File: src/rtl/imm_ext_queue.sv
// Multi-mode immediate extender (sign/zero/upper/branch) feeding a DEPTH-entry valid/ready queue.
// Optional same-cycle bypass when empty is enabled by defining IMM_EXT_BYPASS_EN.
module imm_ext_queue #(
  parameter int unsigned IN_W  = 16,
  parameter int unsigned OUT_W = 32,
  parameter int unsigned DEPTH = 2
) (
  input  logic                       clk,
  input  logic                       rst_n,
  input  logic                       in_valid,
  output logic                       in_ready,
  input  logic [IN_W-1:0]            in_imm,
  input  logic [1:0]                 in_mode,
  input  logic                       flush,
  output logic                       out_valid,
  input  logic                       out_ready,
  output logic [OUT_W-1:0]           out_imm,
  output logic                       out_neg,
  output logic [$clog2(DEPTH):0]     count
);

  localparam int unsigned PtrW = $clog2(DEPTH);
  localparam int unsigned CntW = PtrW + 1;
  localparam int unsigned ExtW = OUT_W - IN_W;

  logic [OUT_W-1:0] mem_q [DEPTH];
  logic [PtrW-1:0]  wr_ptr_q, wr_ptr_d;
  logic [PtrW-1:0]  rd_ptr_q, rd_ptr_d;
  logic [CntW-1:0]  count_q, count_d;

  logic [OUT_W-1:0] sext, ext_imm;
  logic             empty, full;
  logic             bypass, push, pop;

  always_comb begin
    sext = {{ExtW{in_imm[IN_W-1]}}, in_imm};
    ext_imm = '0;
    unique case (in_mode)
      2'b00: ext_imm = sext;
      2'b01: ext_imm = {{ExtW{1'b0}}, in_imm};
      2'b10: ext_imm = {in_imm, {ExtW{1'b0}}};
      2'b11: ext_imm = {sext[OUT_W-3:0], 2'b00};
      default: ext_imm = '0;
    endcase
  end

  assign empty = (count_q == '0);
  assign full  = (count_q == CntW'(DEPTH));

`ifdef IMM_EXT_BYPASS_EN
  // Empty queue with a ready consumer: hand the input straight through, never store it.
  assign bypass = empty & in_valid & out_ready & ~flush;
`else
  assign bypass = 1'b0;
`endif

  assign in_ready = ~full;
  assign push     = in_valid & ~full & ~bypass;
  assign pop      = ~empty & out_ready;

  always_comb begin
    wr_ptr_d = wr_ptr_q;
    rd_ptr_d = rd_ptr_q;
    count_d  = count_q;
    if (flush) begin
      wr_ptr_d = '0;
      rd_ptr_d = '0;
      count_d  = '0;
    end else begin
      if (push) wr_ptr_d = wr_ptr_q + 1'b1;
      if (pop)  rd_ptr_d = rd_ptr_q + 1'b1;
      if (push && !pop)      count_d = count_q + 1'b1;
      else if (pop && !push) count_d = count_q - 1'b1;
    end
  end

  always_ff @(posedge clk or negedge rst_n) begin
    if (!rst_n) begin
      wr_ptr_q <= '0;
      rd_ptr_q <= '0;
      count_q  <= '0;
    end else begin
      wr_ptr_q <= wr_ptr_d;
      rd_ptr_q <= rd_ptr_d;
      count_q  <= count_d;
    end
  end

  // Storage needs no reset; occupancy alone decides what is visible.
  always_ff @(posedge clk) begin
    if (push && !flush) mem_q[wr_ptr_q] <= ext_imm;
  end

  always_comb begin
    out_valid = ~empty | bypass;
    if (bypass)      out_imm = ext_imm;
    else if (!empty) out_imm = mem_q[rd_ptr_q];
    else             out_imm = '0;
  end

  assign out_neg = out_imm[OUT_W-1];
  assign count   = count_q;

endmodule

File: config.mk
export PLATFORM = sky130hd
export DESIGN_NAME = imm_ext_queue
export DESIGN_NICKNAME = d
export VERILOG_FILES = /design/src/rtl/imm_ext_queue.sv
export SDC_FILE = /design/constraint.sdc
export NUM_CORES = 1
export LEC_CHECK = 0
export CORE_ASPECT_RATIO = 1.5
export CORE_MARGIN = 4
export CORE_UTILIZATION = 46
export CTS_CLUSTER_SIZE = 16
export DETAILED_ROUTE_END_ITERATION = 12
export PLACE_DENSITY_LB_ADDON = 0.1
export SLEW_MARGIN = 15
export SYNTH_ARGS = -nofsm -noshare
export SYNTH_HDL_FRONTEND = slang
export SYNTH_SLANG_ARGS = --single-unit
File: constraint.sdc
create_clock -name clk -period 3.7 [get_ports clk]
set_input_delay 0.37 -clock clk [delete_from_list [all_inputs] [get_ports clk]]
set_output_delay 0.37 -clock clk [all_outputs]
set_load 0.01 [all_outputs]
==> out/metrics.csv <==
metric;value;unit
share of post-route cells with drive strength above 1;8.425;%
grt total ovfl;0;
Ys Warns;0;
main combinational cell family by area after synthesis;multiplexers;
top-count cell post-synth;edfxtp_1;
post-synthesis xor/xnor area fraction;0.2940;%
row count;35;
Hold Buf Count CTS;0;
Mapped Cells;208;
area share of the largest cell type after synthesis;64.51;%
maximum VDD drop;0.3676;mV
critical path startpoint category;flip-flop;
Worst Path Arrival;2.27;ns
prevailing post-synth register cell;edfxtp_1;
GR peak layer;met2;
H-Tree Depth;3;
Setup Buffers After CTS;0;
M3 GR Usage;4.541;%
Max-slew headroom;35.16;%
Avg Cell Area, Syn;14.32;sq um
drt initial violations;116;
total CTS buffers;9;
first-pass GRT wire length;9.052;mm
Placer Congestion;0.7926;
Async S/R FF share, synth;5.882;%
met2 Use GR;25.06;%
CP Cell Sequence;nor2_2, buf_4, nor2_1, clkdlybuf4s50_1;
max-slew violations;0;
largest net degree at the start of global routing;34;
Post-synth EDFFs;64;
fill cell count;531;
static leakage;0.001366;uW
vias per std cell;5.271;
detailed-route wire length per cell;16.38;um
Max-Cap Viols;0;
Largest stage delay, worst path;0.57;ns
Compound-Gate Fraction of Synth Area;10.21;%
Hold Violations, Final;0;
GRT met1 Usage;19.19;%
IO Pins;60;
design area;3781;sq um
unrepaired setup endpoints after global routing;no;
Final min period;2.642;ns
outcome;finished, final reports clean;
Worst Max-Slew Pin Slew;0.9726;ns
All-Layer GR Usage;15.68;%
setup_tns;0;ns
Placed Instances;331;
drt pass-1 iters;4;
vias;1829;
syn_nets;231;
CTS Sinks;68;
DRC errors left;0;
Final #Nets;291;
Die ar.;7855;sq um
# setup viols final;0;
Synth Cell Area;2979;sq um
CP max FO;18;
Post-Synth Simple-Gate Area;7.476;%
Slowest-stage cell, CP;nor2_2;
number of buffers added on ports;59;
crit end category;output port;
Req. time, crit path;3.33;ns
vias in the first global route;1811;
placed cell area;3622;sq um
ant diodes;0;
Adder-Cell Fraction of Synth Area;0;%
initial core utilization;47.91;%
Synth top cells by count;edfxtp_1 (64), nor2_1 (35), mux2i_1 (33);
mux cell area share after synthesis;11.09;%
WP buf/inv;2;
Clock Latency Late Sink;0.33;ns
CTS Buffer Depth;2;
Crit Path Category;flip-flop to output port;
die width;73.71;um
Cell variety after synth;27;
Cell Count, Final, Fillers Out;347;
post-synth top area cell;edfxtp_1;
Worst-path clk slew;0.07;ns
delay-heaviest family, CP;buffers and inverters;
min-delay worst type;input port to asynchronous set/reset pin;
dpl hpwl;3.868;mm
P&R area growth vs syn;26.92;%
post-CTS resize count;0;
register bit total from synthesis;68;
Max Clk Rate;378.5;MHz
clock skew;0.005208;ns
sequential area share after synthesis;67.87;%
Detail Route Antenna Nets;0;
root buffer cell;clkbuf_8;
Die Y;106.6;um
power per cell area;435.7;nW/um^2
CTS tree;done;
Synth area leaders;edfxtp_1 (65%), mux2i_1 (11%), nor2_1 (4.4%);
antenna violations before repair;0;
Tcrit/Tclk final;71.41;%
final wirelength;5.683;mm
core outline area;6218;sq um
-- layer usage --
metal	part of all wire, %	routed length [um]	vias to the layer above
met5	0	0	-
met4	2.1	119	0
met3	5.4	307	8
met2	51	2909	55
met1	41	2347	872
li1	-	-	894
-- per-stage QoR --
step	hold WS (ns)	power, uW	utilization (%)	worst slack (ns)
5_1_grt	0.2401	1726	60.80	0.8907
3_3_place_gp	0.5777	1170	58.25	1.361
6_report	0.2379	1647	60.80	1.058
2_1_floorplan	0.07441	1050	-	0.004536
4_1_cts	0.2306	1661	60.80	1.004
3_5_place_dp	0.5917	1171	58.25	1.370
-- worst paths after layout --
check,from,endpoint,slack [ns],cells past startpoint
worst max-delay path,count[1]$_DFFE_PN0P_,out_neg,1.06,4
max in group asynchronous,rst_n,rd_ptr_q$_DFFE_PN0P_,3.28,1
min in group clk,wr_ptr_q$_DFFE_PN0P_,wr_ptr_q$_DFFE_PN0P_,0.60,2
worst max register to register,count[1]$_DFFE_PN0P_,mem_q[1][24]$_DFFE_PP_,1.91,5
worst min register to register,wr_ptr_q$_DFFE_PN0P_,wr_ptr_q$_DFFE_PN0P_,0.60,2
worst min-delay path,rst_n,count[1]$_DFFE_PN0P_,0.24,1
-- cell families after synthesis --
| kind of cell | Yosys count |
|---|---|
| multiplexers | 33 |
| AND/OR/NAND/NOR | 49 |
| XOR/XNOR | 1 |
| AO/OA/AOI/OAI | 40 |
| buffers and inverters | 17 |
| flip-flops | 68 |
-- layout make-up --
| class | count | area [sq um] | area share (%) |
|---|---|---|---|
| repair buffers | 62 | 613.1 | 16.21 |
| multi-input cells | 123 | 878.3 | 23.23 |
| clock buffers | 10 | 127.6 | 3.375 |
| inverters | 4 | 15.01 | 0.3971 |
| well taps | 74 | 92.59 | 2.449 |
| flip-flops and latches | 68 | 2023 | 53.51 |
| clock inverters | 6 | 31.28 | 0.8273 |
-- registers in the layout, indices dropped and copies added, names as in the netlist --
| signal | flops |
|---|---|
| count | 2 |
| rd_ptr_q | 1 |
| wr_ptr_q | 1 |
| mem_q | 64 |
-- report_power, final --
part           internal, uW  switching (uW)
Clock                   235             261
Combinational           131             113
Sequential              882            26.0
-- cells in the final DEF (no fill, tap or decap) --
master and count:
edfxtp_1 64, clkdlybuf4s50_1 59, nor2_1 34, mux2i_1 33, a21o_1 16, a22o_1 13, clkbuf_8 9, a21oi_1 5
inv_1 4, and2b_1 3, o21ai_0 3, clkinv_1 3, dfrtp_1 3, buf_4 3, nor2_2 2, nand2_1 2
clkinvlp_4 2, and2_4 1, o21a_4 1, a21boi_0 1, nor2b_1 1, nor3b_2 1, nor3_2 1, or2_2 1
nor3b_1 1, or3_1 1, xor2_1 1, o211ai_1 1, nand3b_1 1, clkinv_2 1, clkbuf_1 1, dfrtp_2 1
(Power assumes the default switching activity.)
==> RTL edit 1: new RTL, same flow settings <==
Change the parameter `IN_W` from 16 to 24.
--- a/src/rtl/imm_ext_queue.sv
+++ b/src/rtl/imm_ext_queue.sv
@@ -3,3 +3,3 @@
 module imm_ext_queue #(
-  parameter int unsigned IN_W  = 16,
+  parameter int unsigned IN_W  = 24,
   parameter int unsigned OUT_W = 32,
Interface: changed (resized in_imm); port bits go from 60 to 68. No check against the original RTL was run, so the function may have changed too.
==> RTL edit 1 against the unedited design <==
Core utilization is 1.0 points lower; synthesized area grew 8.2%; total power is 2.6% higher; clock power is 1% higher; wire length grew 20%; worst setup slack worse by 0.071 ns; sequential cell count unchanged; design area grew 8.4%; critical path type unchanged; critical endpoint is now out_imm[15]; largest power group unchanged.
==> RTL edit 1: results (changes against the unedited design) <==
| Metric | Value |
|---|---|
| Placed Instances | 392 (+18%) |
| Syn nets | 289 (+25%) |
| Critical Path Slowest Stage Cell | dfrtp_2 |
| TritonCTS buffer count | 9 (unchanged) |
| Part of the power in registers | 0.538 (-0.013) |
| Antenna violations before repair | 0 (unchanged) |
| Worst EP arrival | 2.34 ns (+0.07 ns) |
| Post-Route Skew | 0.00632 ns (+0.00111 ns) |
| First-pass GRT wire length | 10.8 mm (+20%) |
| Worst vdd ir | 0.288 mV (-22%) |
| Layout fillers | 585 (+10%) |
| Vias | 2145 (+17%) |
| Synth Area per Inst | 12.5 um^2 (-13%) |
| Leak pwr | 1.50 nW (+9.5%) |
| Placed Area | 3940 um^2 (+8.7%) |
| Cell family with most CP delay | flip-flops |
| Pre-CTS setup slack | 1.26 ns (-0.108 ns) |
| Cell Pwr Density | 413 nW/um^2 (-5.3%) |
| Worst min path class | input pin to async pin |
| Finished Cell Area | 4100 um^2 (+8.4%) |
| Post-CTS Resized | 0 (unchanged) |
| Netlist cell types | 28 (+3.7%) |
| YS warnings | 0 (unchanged) |
| Seq/Total Area, Yosys | 0.627 (-0.0514) |
| Rel. slew slack | 0.256 (-0.0959) |
| EDFF count, synth | 64 (unchanged) |
| Max incr delay on CP | 1.02 ns (+0.45 ns) |
| Clk Latency, worst-skew pair | 0.35 ns (+0.02 ns) |
| Vias per inst | 5.26 (-0.26%) |
| Layout net count | 356 (+22%) |
| Overall Global Routing Usage | 0.172 (+0.0155) |
| Net Switching | 0.427 mW (+6.8%) |
| Async S/R FF share, synth | 0.0588 (unchanged) |
| Gate power share | 0.165 (+0.017) |
| Share of cells above drive strength 1 | 0.0758 (-0.00849) |
| Top cells by area, synth | edfxtp_1 60%, mux2i_1 16%, nor2_1 5.9% |
| Top_reg_cell synth | edfxtp_1 |
| Outcome | finished clean |
| WL final | 6.80 mm (+20%) |
| Post-synth top cells | 64 x edfxtp_1, 51 x nor2_1, 50 x mux2i_1, 20 x a21oi_1, 13 x inv_1 |
| I/O Buffers | 67 (+14%) |
| Hpwl dp | 4.71 mm (+22%) |
| GP Congestion | 0.736 (-7.2%) |
| Iteration-0 DRC Markers | 97 (-16%) |
| Clock Tree Root | clkbuf_8 |
| CP Max Fanout | 33 (+15) |
RTL edit 1: changes by cell type after synthesis, sizes merged, moves of 5 or more:
cell and delta:
nor2 +15, a21o -9, inv +10, mux2i +17
buf +5, a22o -13, o21ai +7, a21oi +15
RTL edit 1: layout make-up:
cell class / instances / share of cell area
well taps: 78 / 0.0238
inverters: 14 / 0.0128
clock buffers: 10 / 0.0311
repair buffers: 72 / 0.173
flip-flops and latches: 68 / 0.494
clock inverters: 6 / 0.00763
multi-input cells: 160 / 0.258
RTL edit 1: path summary, 6_finish.rpt:
path	slack (ns)	from	cells after the start	endpoint
max in group asynchronous	3.29	rst_n	1	rd_ptr_q$_DFFE_PN0P_
hold reg to reg	0.59	wr_ptr_q$_DFFE_PN0P_	2	wr_ptr_q$_DFFE_PN0P_
hold / removal	0.22	rst_n	1	count[1]$_DFFE_PN0P_
setup / recovery	0.99	rd_ptr_q$_DFFE_PN0P_	3	out_imm[15]
min in group clk	0.59	wr_ptr_q$_DFFE_PN0P_	2	wr_ptr_q$_DFFE_PN0P_
setup reg to reg	1.87	count[1]$_DFFE_PN0P_	5	mem_q[1][30]$_DFFE_PP_
RTL edit 1: per-layer routing:
layer / up-vias / track usage / share of wire
met1: 1017 / 0.185 / 0.40
met3: 12 / 0.0546 / 0.049
li1: 1064 / - / -
met5: - / 0 / 0
met4: 0 / 0.0798 / 0.025
met2: 52 / 0.304 / 0.53
RTL edit 1: cell families after synthesis:
| group | share of synthesized area |
|---|---|
| flops | 0.627 |
| xor+xnor | 0.00272 |
| compound gates | 0.0800 |
| buf+inv | 0.0485 |
| mux | 0.155 |
| simple gates | 0.0862 |
==> RTL edit 2: new RTL, same flow settings <==
Without the edit above. Register the output `count` once more, cleared by the reset; this adds one clock of latency there. The other outputs are not delayed to match.
--- a/src/rtl/imm_ext_queue.sv
+++ b/src/rtl/imm_ext_queue.sv
@@ -101,3 +101,9 @@
   assign out_neg = out_imm[OUT_W-1];
-  assign count   = count_q;
+  always_ff @(posedge clk or negedge rst_n) begin
+    if (!rst_n) begin
+      count <= '0;
+    end else begin
+      count <= count_q;
+    end
+  end
 
Formal check against the unedited RTL: not equivalent (Yosys sat finds a counterexample within 4 cycles, from zero or initial values and one cycle with rst_n low).
==> RTL edit 2 against the unedited design <==
Synthesized area rose by 1.7%; non-clock buffer count did not move; register-to-register slack got worse by 0.04 ns; clock power rose by 28%; core utilization fell by 0.57 points; sequential share of layout area fell by 0.073 points; total power rose by 10%; design area rose by 2.6%; wire length rose by 2.2%; sequential cell count rose by 2; worst setup slack got worse by 0.012 ns.
==> RTL edit 2: results (changes against the unedited design) <==
| Metric | Value |
|---|---|
| Outcome | finished clean |
| M1 wire length | 2.38 mm (+1.4%) |
| Cell family with most CP delay | buffers and inverters |
| Leak pwr | 1.42 nW (+4.1%) |
| I/O Buffers | 59 (unchanged) |
| WL final | 5.81 mm (+2.2%) |
| Global-route met1 utilization | 0.200 (+0.00768) |
| Worst Setup Slack, final | 1.05 ns (-0.0124 ns) |
| Largest regs | mem_q (64), count (2), count_q (2) |
| Overall Global Routing Usage | 0.159 (+0.00266) |
| Worst min path class | input pin to async pin |
| Reg2Reg Depth | 5 (unchanged) |
| GP Congestion | 0.805 (+1.5%) |
| M3 GR Usage | 0.0430 (-0.00242) |
| Iteration-0 DRC Markers | 78 (-33%) |
| Combinational gate power | 0.244 mW |
| Met2 routed WL | 2.99 mm (+2.6%) |
| Worst EP arrival | 2.28 ns |
| Post-Route Skew | 0.0100 ns (+0.00484 ns) |
| Placed Area | 3670 um^2 (+1.5%) |
| YS warnings | 0 (unchanged) |
| Placed Instances | 335 (+1.2%) |
| Top sig layer | met4 |
| Cell Pwr Density | 467 nW/um^2 (+7.2%) |
| First-pass GRT wire length | 9.22 mm (+1.8%) |
| Syn nets | 233 (+0.87%) |
| Pre-CTS setup slack | 1.37 ns (-0.00469 ns) |
| Detail-routed net length per standard cell | 16.5 um (+1.0%) |
| Drt first pass iters | 4 (unchanged) |
| Layout net count | 293 (+0.69%) |
| Crit path to | out_imm[31] |
| Routed wl met3 | 335 um (+9.1%) |
| Post-synth top cells | 64 x edfxtp_1, 35 x nor2_1, 33 x mux2i_1, 16 x a21o_1, 13 x a22o_1 |
| Vias | 1883 (+3.0%) |
| Synth Area per Inst | 14.4 um^2 (+0.71%) |
| CP Max Fanout | 18 (unchanged) |
| Routing usage on met2 | 0.258 (+0.00761) |
| Top cells by area, synth | edfxtp_1 63%, mux2i_1 11%, dfrtp_1 5.0% |
| Worst vdd ir | 0.282 mV (-23%) |
| Clock share of power | 0.352 (+0.051) |
| Critical Path Slowest Stage Cell | nor2_2 |
| Clock Tree Root | clkbuf_8 |
| Share of cells above drive strength 1 | 0.0873 (+0.00302) |
| Hpwl dp | 3.86 mm (-0.32%) |
| Async S/R FF share, synth | 0.0857 (+0.0269) |
| Least-Margin Pin Slew | 0.979 ns (+0.00626 ns) |
| Seq/Total Area, Yosys | 0.684 (+0.00531) |
| Cell-internal power | 1.41 mW (+13%) |
| Worst Setup SP | count_q[1]$_DFFE_PN0P_ |
| WHS | 0.267 ns (+0.0296 ns) |
| FF-to-FF End | mem_q[1][3]$_DFFE_PP_ |
| Reg2reg setup slack | 1.87 ns (-0.04 ns) |
| Worst-path clk slew | 0.07 ns (about the same) |
| Clock Tree Buf Depth | 2 (unchanged) |
[RTL edit 2: changes by cell type in the layout (fill, tap and decap cells not counted), sizes merged]
cell | before | now
bufinv | 0 | 2
clkinvlp | 2 | 0
dfrtp | 4 | 6
clkbuf | 10 | 11
clkinv | 4 | 3
[RTL edit 2: logic make-up (layout without fill, tap and decap cells)]
group                     count (synthesis)  after routing  share of synthesized area
muxes                                    33             33                      0.109
buffers and inverters                    17             82                     0.0302
DFF                                      70             70                      0.684
xor gates and xnor gates                  1              1                    0.00289
AOI/OAI and AO/OA                        40             40                      0.100
and+or+nand+nor                          49             49                     0.0735
[RTL edit 2: area by class of cell]
cell class              instances  area [um^2]
fillers                       530         2560
inverters                       4         15.0
clock buffers                  11          131
clock inverters                 5         73.8
flip-flops and latches         70         2070
repair buffers                 62          613
multi-input cells             123          878
well taps                      76         95.1
